==> config.mk <==
export PLATFORM = sky130hd
export DESIGN_NAME = lc3b_muldiv_seq_flat
export DESIGN_NICKNAME = d
export VERILOG_FILES = /design/src/rtl/lc3b_muldiv_seq_if.sv /design/src/rtl/lc3b_muldiv_seq.sv /design/src/flat_wrapper.sv
export SDC_FILE = /design/constraint.sdc
export NUM_CORES = 1
export LEC_CHECK = 0
export ABC_AREA = 1
export CORE_MARGIN = 2
export CORE_UTILIZATION = 55
export DETAILED_ROUTE_END_ITERATION = 8
export PLACE_DENSITY = 0.89
export SYNTH_ARGS = -nofsm -noshare
export SYNTH_HDL_FRONTEND = slang
export SYNTH_SLANG_ARGS = --single-unit
export TNS_END_PERCENT = 100
==> constraint.sdc <==
create_clock -name clk -period 2.7 [get_ports clk]
set_input_delay 0.405 -clock clk [delete_from_list [all_inputs] [get_ports clk]]
set_output_delay 0.405 -clock clk [all_outputs]
set_load 0.03 [all_outputs]
==> src/rtl/lc3b_muldiv_seq_if.sv <==
// Shared types and the request/result/ALU bundle for the LC-3b multiply/divide sequencer.
// The slave modport is the sequencer side; the master modport is the execute stage plus ALU.

package lc3b_muldiv_pkg;
    typedef logic [15:0] lc3b_word;

    typedef enum logic [3:0] {
        alu_add  = 4'd0,
        alu_and  = 4'd1,
        alu_not  = 4'd2,
        alu_pass = 4'd3,
        alu_sll  = 4'd4,
        alu_srl  = 4'd5,
        alu_sra  = 4'd6,
        alu_sub  = 4'd7
    } lc3b_aluop;
endpackage

interface lc3b_muldiv_seq_if;
    import lc3b_muldiv_pkg::*;

    logic      start;
    logic      op_div;
    logic      op_signed;
    lc3b_word  opa;
    lc3b_word  opb;
    logic      busy;
    logic      done;
    lc3b_word  result;
    lc3b_word  remainder;
    logic      dbz;
    lc3b_aluop alu_op;
    lc3b_word  alu_a;
    lc3b_word  alu_b;
    lc3b_word  alu_f;

    modport master (
        output start, op_div, op_signed, opa, opb, alu_f,
        input  busy, done, result, remainder, dbz, alu_op, alu_a, alu_b
    );

    modport slave (
        input  start, op_div, op_signed, opa, opb, alu_f,
        output busy, done, result, remainder, dbz, alu_op, alu_a, alu_b
    );
endinterface

==> src/rtl/lc3b_muldiv_seq.sv <==
// 16-iteration shift-add multiply / restoring divide sequencer driving the shared LC-3b ALU.
// Define MULDIV_SIGNED_EN to honour op_signed (two's-complement via magnitude + sign fix-up).

module lc3b_muldiv_seq
    import lc3b_muldiv_pkg::*;
(
    input logic              clk,
    input logic              reset,
    lc3b_muldiv_seq_if.slave bus
);

    typedef enum logic [1:0] {
        S_IDLE = 2'd0,
        S_MUL  = 2'd1,
        S_DIV  = 2'd2,
        S_DONE = 2'd3
    } state_e;

    state_e    state_q;
    logic [3:0] cnt_q;
    lc3b_word  acc_q;
    lc3b_word  mcand_q;
    lc3b_word  mplier_q;
    lc3b_word  rem_q;
    lc3b_word  dvd_q;
    lc3b_word  dvs_q;
    lc3b_word  result_q;
    lc3b_word  remainder_q;
    logic      busy_q;
    logic      done_q;
    logic      dbz_q;
    logic      qneg_q;
    logic      rneg_q;

    logic      sgn_a;
    logic      sgn_b;
    lc3b_word  mag_a;
    lc3b_word  mag_b;
    lc3b_word  rem_sh;
    logic      div_ge;
    lc3b_word  mul_acc_d;
    lc3b_word  div_rem_d;
    lc3b_word  div_quo_d;
    lc3b_word  fin_res;
    lc3b_word  result_fix_d;
    lc3b_word  rem_fix_d;
    logic      last_iter;

`ifdef MULDIV_SIGNED_EN
    assign sgn_a = bus.op_signed & bus.opa[15];
    assign sgn_b = bus.op_signed & bus.opb[15];
`else
    logic unused_op_signed;
    assign unused_op_signed = bus.op_signed;
    assign sgn_a = 1'b0;
    assign sgn_b = 1'b0;
`endif

    assign mag_a = sgn_a ? (~bus.opa + 16'd1) : bus.opa;
    assign mag_b = sgn_b ? (~bus.opb + 16'd1) : bus.opb;

    // The partial remainder can momentarily need 17 bits when the divisor exceeds
    // 0x8000; the bit shifted out of rem_q forces the subtract in that case.
    assign rem_sh    = {rem_q[14:0], dvd_q[15]};
    assign div_ge    = rem_q[15] | (rem_sh >= dvs_q);
    assign div_rem_d = div_ge ? bus.alu_f : rem_sh;
    assign div_quo_d = {dvd_q[14:0], div_ge};
    assign mul_acc_d = mplier_q[0] ? bus.alu_f : acc_q;
    assign last_iter = (cnt_q == 4'd15);

    assign fin_res      = (state_q == S_DIV) ? div_quo_d : mul_acc_d;
    assign result_fix_d = qneg_q ? (~fin_res + 16'd1) : fin_res;
    assign rem_fix_d    = rneg_q ? (~div_rem_d + 16'd1) : div_rem_d;

    always_comb begin
        bus.alu_op = alu_pass;
        bus.alu_a  = '0;
        bus.alu_b  = '0;
        case (state_q)
            S_MUL: begin
                bus.alu_op = alu_add;
                bus.alu_a  = acc_q;
                bus.alu_b  = mcand_q;
            end
            S_DIV: begin
                bus.alu_op = alu_sub;
                bus.alu_a  = rem_sh;
                bus.alu_b  = dvs_q;
            end
            default: ;
        endcase
    end

    // Result registers are loaded on the edge into DONE so they are valid with done.
    always_ff @(posedge clk) begin
        if (reset) begin
            state_q     <= S_IDLE;
            cnt_q       <= '0;
            acc_q       <= '0;
            mcand_q     <= '0;
            mplier_q    <= '0;
            rem_q       <= '0;
            dvd_q       <= '0;
            dvs_q       <= '0;
            result_q    <= '0;
            remainder_q <= '0;
            busy_q      <= 1'b0;
            done_q      <= 1'b0;
            dbz_q       <= 1'b0;
            qneg_q      <= 1'b0;
            rneg_q      <= 1'b0;
        end else begin
            done_q <= 1'b0;
            case (state_q)
                S_IDLE: begin
                    if (bus.start) begin
                        acc_q    <= '0;
                        rem_q    <= '0;
                        cnt_q    <= '0;
                        mcand_q  <= mag_a;
                        mplier_q <= mag_b;
                        dvd_q    <= mag_a;
                        dvs_q    <= mag_b;
                        qneg_q   <= sgn_a ^ sgn_b;
                        rneg_q   <= sgn_a & bus.op_div;
                        busy_q   <= 1'b1;
                        if (!bus.op_div) begin
                            state_q <= S_MUL;
                        end else if (bus.opb == '0) begin
                            state_q     <= S_DONE;
                            done_q      <= 1'b1;
                            result_q    <= '1;
                            remainder_q <= bus.opa;
                            dbz_q       <= 1'b1;
                        end else begin
                            state_q <= S_DIV;
                        end
                    end
                end
                S_MUL: begin
                    acc_q    <= mul_acc_d;
                    mcand_q  <= {mcand_q[14:0], 1'b0};
                    mplier_q <= {1'b0, mplier_q[15:1]};
                    cnt_q    <= cnt_q + 4'd1;
                    if (last_iter) begin
                        state_q     <= S_DONE;
                        done_q      <= 1'b1;
                        result_q    <= result_fix_d;
                        remainder_q <= '0;
                        dbz_q       <= 1'b0;
                    end
                end
                S_DIV: begin
                    rem_q <= div_rem_d;
                    dvd_q <= div_quo_d;
                    cnt_q <= cnt_q + 4'd1;
                    if (last_iter) begin
                        state_q     <= S_DONE;
                        done_q      <= 1'b1;
                        result_q    <= result_fix_d;
                        remainder_q <= rem_fix_d;
                        dbz_q       <= 1'b0;
                    end
                end
                S_DONE: begin
                    state_q <= S_IDLE;
                    busy_q  <= 1'b0;
                end
                default: state_q <= S_IDLE;
            endcase
        end
    end

    assign bus.busy      = busy_q;
    assign bus.done      = done_q;
    assign bus.result    = result_q;
    assign bus.remainder = remainder_q;
    assign bus.dbz       = dbz_q;

endmodule

==> src/flat_wrapper.sv <==
// flat-port wrapper written by rule: the top's interface ports become plain ports
module lc3b_muldiv_seq_flat import lc3b_muldiv_pkg::*;
  (clk, reset, bus_start, bus_op_div, bus_op_signed, bus_opa, bus_opb, bus_alu_f, bus_busy, bus_done, bus_result, bus_remainder, bus_dbz, bus_alu_op, bus_alu_a, bus_alu_b);
  lc3b_muldiv_seq_if bus_i ();
  input logic clk;
  input logic reset;
  input wire logic [$bits(bus_i.start)-1:0] bus_start;
  input wire logic [$bits(bus_i.op_div)-1:0] bus_op_div;
  input wire logic [$bits(bus_i.op_signed)-1:0] bus_op_signed;
  input wire logic [$bits(bus_i.opa)-1:0] bus_opa;
  input wire logic [$bits(bus_i.opb)-1:0] bus_opb;
  input wire logic [$bits(bus_i.alu_f)-1:0] bus_alu_f;
  output wire logic [$bits(bus_i.busy)-1:0] bus_busy;
  output wire logic [$bits(bus_i.done)-1:0] bus_done;
  output wire logic [$bits(bus_i.result)-1:0] bus_result;
  output wire logic [$bits(bus_i.remainder)-1:0] bus_remainder;
  output wire logic [$bits(bus_i.dbz)-1:0] bus_dbz;
  output wire logic [$bits(bus_i.alu_op)-1:0] bus_alu_op;
  output wire logic [$bits(bus_i.alu_a)-1:0] bus_alu_a;
  output wire logic [$bits(bus_i.alu_b)-1:0] bus_alu_b;
  assign bus_i.start = bus_start;
  assign bus_i.op_div = bus_op_div;
  assign bus_i.op_signed = bus_op_signed;
  assign bus_i.opa = bus_opa;
  assign bus_i.opb = bus_opb;
  assign bus_i.alu_f = bus_alu_f;
  assign bus_busy = bus_i.busy;
  assign bus_done = bus_i.done;
  assign bus_result = bus_i.result;
  assign bus_remainder = bus_i.remainder;
  assign bus_dbz = bus_i.dbz;
  assign bus_alu_op = bus_i.alu_op;
  assign bus_alu_a = bus_i.alu_a;
  assign bus_alu_b = bus_i.alu_b;
  lc3b_muldiv_seq u_core (.clk(clk), .reset(reset), .bus(bus_i));
endmodule
==> results of run 1 <==
-- cell type report --
class | count | area share (%)
multi-input cells | 711 | 41.6
clock buffers | 24 | 5.60
inverters | 68 | 2.94
flip-flops and latches | 137 | 31.2
repair buffers | 139 | 15.1
clock inverters | 8 | 1.05
well taps | 172 | 2.45
-- state kept, by name (all words and copies together), names as in the netlist --
register / cells
u_core.acc_q: 16
u_core.bus.remainder: 16
u_core.cnt_q: 4
u_core.rem_q: 16
u_core.bus.done: 1
u_core.bus.dbz: 1
u_core.mcand_q: 16
u_core.mplier_q: 16
u_core.dvd_q: 16
u_core.bus.busy: 1
u_core.dvs_q: 16
u_core.bus.result: 16
u_core.state_q: 2
-- metal layers --
metal	global-route usage, %	part of all wire [%]	vias to the layer above	routed length, um
met3	5.55	10	76	2110
met5	0	0	-	0
met2	46.7	45	462	9230
li1	-	-	3462	-
met1	42.1	42	3327	8570
met4	15.1	3.4	0	707
-- timing repair --
item                       4_1_cts  5_1_grt
hold buffers                     0        0
resized for setup                0        1
setup endpoints to repair        0        1
hold endpoints to repair         0        0
-- synth_stat cells, types with 5 or more instances --
| library cell | number | area (sq um) |
|---|---|---|
| a211oi_1 | 7 | 52.6 |
| a211oi_2 | 8 | 100 |
| a21boi_0 | 15 | 113 |
| a21oi_1 | 153 | 766 |
| a31oi_1 | 47 | 294 |
| buf_2 | 18 | 90.1 |
| clkbuf_1 | 44 | 165 |
| dfxtp_1 | 137 | 2740 |
| ha_1 | 22 | 275 |
| inv_1 | 62 | 233 |
| inv_2 | 5 | 18.8 |
| nand2_1 | 281 | 1050 |
| nand2_2 | 10 | 62.6 |
| nand3_1 | 19 | 95.1 |
| nor2_1 | 41 | 154 |
| o21ai_0 | 77 | 385 |
-- metrics by stage --
| stage | total power (uW) | instances | util [%] | instance area (sq um) | setup WS [ns] |
|---|---|---|---|---|---|
| 5_1_grt | 10300 | 1259 | 70.4 | 8780 | 0.0490 |
| 3_3_place_gp | 7210 | 1227 | 65.7 | 8190 | 0.516 |
| 3_5_place_dp | 7320 | 1227 | 65.7 | 8190 | 0.492 |
| 4_1_cts | 9660 | 1259 | 70.4 | 8770 | 0.114 |
| 2_1_floorplan | 6000 | 985 | - | 6950 | 0.248 |
| 6_report | 9730 | 1259 | 70.4 | 8780 | 0.103 |
-- worst min path at each step --
stage,startpoint,to,slack [ns],depth (start not counted)
3_5_place_dp,u_core.mcand_q[0],u_core.mcand_q[0],0.45,2
6_report,u_core.mcand_q[0],u_core.mcand_q[0],0.46,2
3_3_place_gp,u_core.mcand_q[0],u_core.mcand_q[0],0.45,2
2_1_floorplan,u_core.mplier_q[15],u_core.mplier_q[15],0.44,2
5_1_grt,u_core.mcand_q[0],u_core.mcand_q[0],0.48,2
4_1_cts,u_core.mcand_q[0],u_core.mcand_q[0],0.46,2
-- cell families (layout without fill, tap and decap cells) --
kind of cell               count (synthesis)  count (layout)  share of synthesized area [%]
DFF                                      137             137                           39.5
adders and majority gates                 22              22                           3.96
xor gates and xnor gates                   2               2                          0.252
other                                      1               1                         0.0540
buffers and inverters                    137             239                           8.30
and+or+nand+nor                          367             367                           21.9
AOI/OAI and AO/OA                        319             319                           26.0
-- tightest hold or removal path, cell delays in order, from the launching register on --
cell and delay, ns:
dfxtp_1 0.31, nand2_1 0.06, a21oi_1 0.05
-- power breakdown --
group | switching, uW | internal (uW)
combinational | 2830 | 1470
clock | 855 | 1450
sequential | 432 | 2700
total | 4110 | 5620
==> results.yml, run 1 <==
die:
  core_area_sq_mm: 0.0125
  die_area_sq_mm: 0.0135
  ios: 124
  dieWidth_um: 116
  initial_core_util_pct: 55.7
  rows: 41
  die_h_um: 116
critical_path:
  crit_path_end_kind: "primary output"
  setup.worst_path.end: "bus_alu_b[1]"
  cp_data_required_time_ns: 2.30
  cpMaxStageDelayCell: "ha_1"
  worstPathCellList: "inv_1 > ha_1 > inv_1 > buf_4 > a21oi_1 > buf_4"
  cp_top_family: "buffers and inverters"
  cp-startpoint: "u_core.state_q[0]"
  reg2reg_setup_slack_ns: 0.46
  r2r_start: "u_core.state_q[0]"
  worst_path_largest_cell_delay_ns: 0.44
  reg2reg_depth: 10
  arrival_ns: 2.19
  critPathBufInv: 4
  r2r_end: "u_core.bus.result[0]"
  critPathKind: "reg -> out"
  crit_path_start_kind: "register"
  worst-path-stages: 6
  critPathMaxFanout: 29
synth:
  synth_cell_types: 40
  synth_cells: 985
  yosysWarningCount: 0
  ys_async_sr_fraction_pct: 0
  synth_seq_cells: 137
  synth_nets: 1060
  ys_seq_area_share_pct: 39.5
  synth_edf_count: 0
  synth.avg_cell_area_sq_um: 7.05
  synthesis.area_sq_mm: 0.00695
  ys.flop_type: "dfxtp_1"
sta:
  tns_ns: 0
  maxSlewViolCount: 0
  fmaxAchievable_mhz: 385
  period_minus_slack_ns: 2.60
  final_hold_viol_count: 0
  period_share_pct: 96.2
  tightest_slew_ns: 0.510
  rsz0062_at_grt: "no"
  slew_headroom_pct: 66.0
  skew_ns: 0.00521
  hold_ws_ns: 0.465
  setup_violations: 0
layout:
  nNetsFinal: 1149
  ff_latch_area_sq_mm: 0.00274
  fillers: 970
  layout_commonest_cell: "nand2_1"
  syn2layout_area_growth_pct: 26.4
  multiInputGateArea_sq_mm: 0.00365
  final_cell_mix: "nand2_1 (281), a21oi_1 (152), dfxtp_1 (137)"
  diodes: 0
  final_layout_size_suffix_gt1_share_pct: 11.3
route:
  postRouteAntennaNets: 0
  post-route-drc-count: 0
  routed_wl_um: 20600
  drt_iter0_drc: 1130
  routed_via_density: 5.82
  wire_per_inst_um: 16.4
  firstDrtPassIters: 5
  num_vias: 7327
cts:
  clk_pin_slew_ns: 0.06
  cts-root-buf: "clkbuf_16"
  tritoncts: "done"
  clock-sinks: 137
  clk_path_buf_depth: 2
  cts_made_buffers: 17
  postCtsSetupBuffers: 0
  cts.htree.levels: 4
  clk_latency_ns: 0.42
global_route:
  antenna_found_initial: 0
  grt_max_degree: 75
  grtUsageTotal_pct: 30.7
  grt_pass1_vias: 6660
  overflow: 0
  grt_pass1_wl_um: 32600
placed_design:
  io_buffers: 121
  gp_congestion: 0.906
  dp_hpwl_um: 13700
run_status:
  status: "finished clean"
power:
  p_per_area_mw_per_mm2: 1110
  p_leak_uw: 0.00361
  peakVddDrop_v: 0.000557
worst_hold_path:
  hold_class: "reg -> reg"
job:
  cap_violations: 0
Power figures use the tool's default switching activity.
==> run 2: changes to the inputs <==
--- a/config.mk
+++ b/config.mk
@@ -8,6 +8,7 @@
 export ABC_AREA = 1
 export CORE_MARGIN = 2
 export CORE_UTILIZATION = 55
+export CTS_CLUSTER_SIZE = 30
 export DETAILED_ROUTE_END_ITERATION = 8
 export PLACE_DENSITY = 0.89
 export SYNTH_ARGS = -nofsm -noshare
==> results of run 2 <==
Final layout, timing and power as in run 1 (identical DEF).
==> edit: new RTL, config.mk and constraints of run 2 <==
Re-encode `state_e` (4 states) as one-hot, 4 bits wide.
--- a/src/rtl/lc3b_muldiv_seq.sv
+++ b/src/rtl/lc3b_muldiv_seq.sv
@@ -11,7 +11,7 @@
 
-    typedef enum logic [1:0] {
-        S_IDLE = 2'd0,
-        S_MUL  = 2'd1,
-        S_DIV  = 2'd2,
-        S_DONE = 2'd3
+    typedef enum logic [3:0] {
+        S_IDLE = 4'b0001,
+        S_MUL  = 4'b0010,
+        S_DIV  = 4'b0100,
+        S_DONE = 4'b1000
     } state_e;
Formal check against the unedited RTL: no difference found for any inputs over 4 cycles, from zero or initial values and one cycle with reset high; so few cycles prove little.
==> edit against run 2 <==
Design area fell by 0.64%; synthesized cell count rose by 3.2%; synthesized area fell by 1.9%; worst setup slack got worse by 0.017 ns; sequential cell count rose by 2; largest cell class unchanged; wire length rose by 2.2%; sequential share of layout area rose by 0.66 points; clock skew rose by 0.0039 ns.
Power is not compared: it rests on default switching activity, and its combinational part moved more than twofold at a synthesized area within 25%.
==> edit: results (changes against run 2) <==
Detailed routing
  • Routed vias: 7343 (+0.22%)
  • WL met2: 10.1 mm (+8.9%)
  • Routed len/inst: 16.2 microns (-0.92%)
  • TritonRoute pass-1 iters: 6 (+1)
  • Metal3 WL: 2.02 mm (-4.4%)
  • Vias/cell: 5.66 (-2.8%)
  • Number of DRC markers in iteration 0: 920 (-19%)

Synth
  • Most frequent cells after synthesis: nand2_1 (322), dfxtp_1 (139), nor2_1 (119)
  • Post-synthesis mux area share: 1.03% (+1.0 points)
  • Dominant cells by area after synthesis: dfxtp_1 (41%), nand2_1 (18%), nor2_1 (6.6%)
  • Syn avg cell area: 6.70 sq um (-5.0%)
  • Synth Net Count: 1087 (+2.5%)
  • Adder-cell area share of the yosys netlist: 3.12% (-0.84 points)
  • Synth cell types: 34 (-15%)
  • Xor/xnor share of the synthesized area: 0.257% (+0.0048 points)
  • Post-synthesis compound-gate area fraction: 12.3% (-14 points)
  • Seq/Total Area, Yosys: 40.8% (+1.3 points)

Place
  • Place WS: 0.261 ns (-0.231 ns)
  • GP Congestion: 0.955 (+5.4%)
  • Dpl cells: 1265 (+3.1%)
  • Placed cell area: 0.00805 sq mm (-1.7%)
  • Dpl hpwl: 14.3 mm (+4.2%)

Timing
  • Worst rel slew slack: 28.6% (-37 points)
  • Worst hold slack: 0.461 ns (-0.00335 ns)
  • Worst Clk Skew: 0.00915 ns (+0.00394 ns)

Cells and area
  • Multi-input gate share of total cell area: 39.3% (-2.3 points)
  • Flip-flop and latch area: 0.00278 sq mm (+1.5%)
  • Non-CTS inverters: 83 (+22%)
  • Multi-input gates: 731 (+2.8%)
  • Signal buffers: 145 (+4.3%)
  • Fillers: 919 (-5.3%)
  • Final nets: 1187 (+3.3%)
  • Finished Core Util: 72.3% (+1.9 points)
  • Seq_cells: 139 (+1.5%)
  • Non-clock buffers, area share: 15.4% (+0.23 points)
  • Clock buffers: 22 (-8.3%)
  • Layout cells sized above 1: 9.20% (-2.1 points)

Setup path
  • Slowest stage delay, CP: 0.37 ns (-0.07 ns)
  • Slowest stage cell, crit path: dfxtp_1
  • Reg2reg setup slack: 0.37 ns (-0.09 ns)
  • CP top delay family: buffers and inverters
  • CP max FO: 30 (+3.4%)
  • R2R depth: 7 (-3)
  • Arr. time, crit path: 2.21 ns (+0.02 ns)

Global route
  • Gr usage total: 32.0% (+1.3 points)
  • GR Util met3: 6.22% (+0.67 points)
  • First-pass GRT wire length: 32.9 mm (+1.1%)
  • Vias in the first global route: 6681 (+0.32%)
  • Grt met1 use: 40.7% (-1.5 points)
  • M2 GR Usage: 51.8% (+5.0 points)
  • Pin count of the biggest net entering global routing: 101 (+35%)

Power and ir drop
  • Clock-net power: 2550 uW

Status
  • Outcome: completed

Die
  • Core area: 0.0121 sq mm (-3.2%)

CTS
  • Total CTS buffers: 17 (unchanged)
==> edit: cell types whose count changed after synthesis, moves of 8 or more <==
cell / delta
a21boi_0: -15
a21oi_1: -108
o21ai_0: -19
nor2_1: +78
nand4_1: +16
a211oi_2: -8
buf_2: +9
nand2_1: +41
nand3_1: +53
clkbuf_1: -16
inv_1: +14
==> edit: worst paths after layout <==
| path | start | to |
|---|---|---|
| max | u_core.state_q[2]$_SDFFE_PP0P_ | bus_alu_b[1] |
| min | u_core.dvs_q[3]$_SDFFE_PP0P_ | u_core.dvs_q[3]$_SDFFE_PP0P_ |
| max reg2reg | u_core.state_q[2]$_SDFFE_PP0P_ | u_core.mplier_q[7]$_SDFFE_PP0P_ |
| min reg2reg | u_core.dvs_q[3]$_SDFFE_PP0P_ | u_core.dvs_q[3]$_SDFFE_PP0P_ |
==> edit: what timing repair did <==
action | 4_1_cts | 5_1_grt
gates cloned | 0 | 0
buffers inserted | 0 | 1
resized for setup | 9 | 6
setup endpoints to repair | 7 | 15
pin swaps | 0 | 1
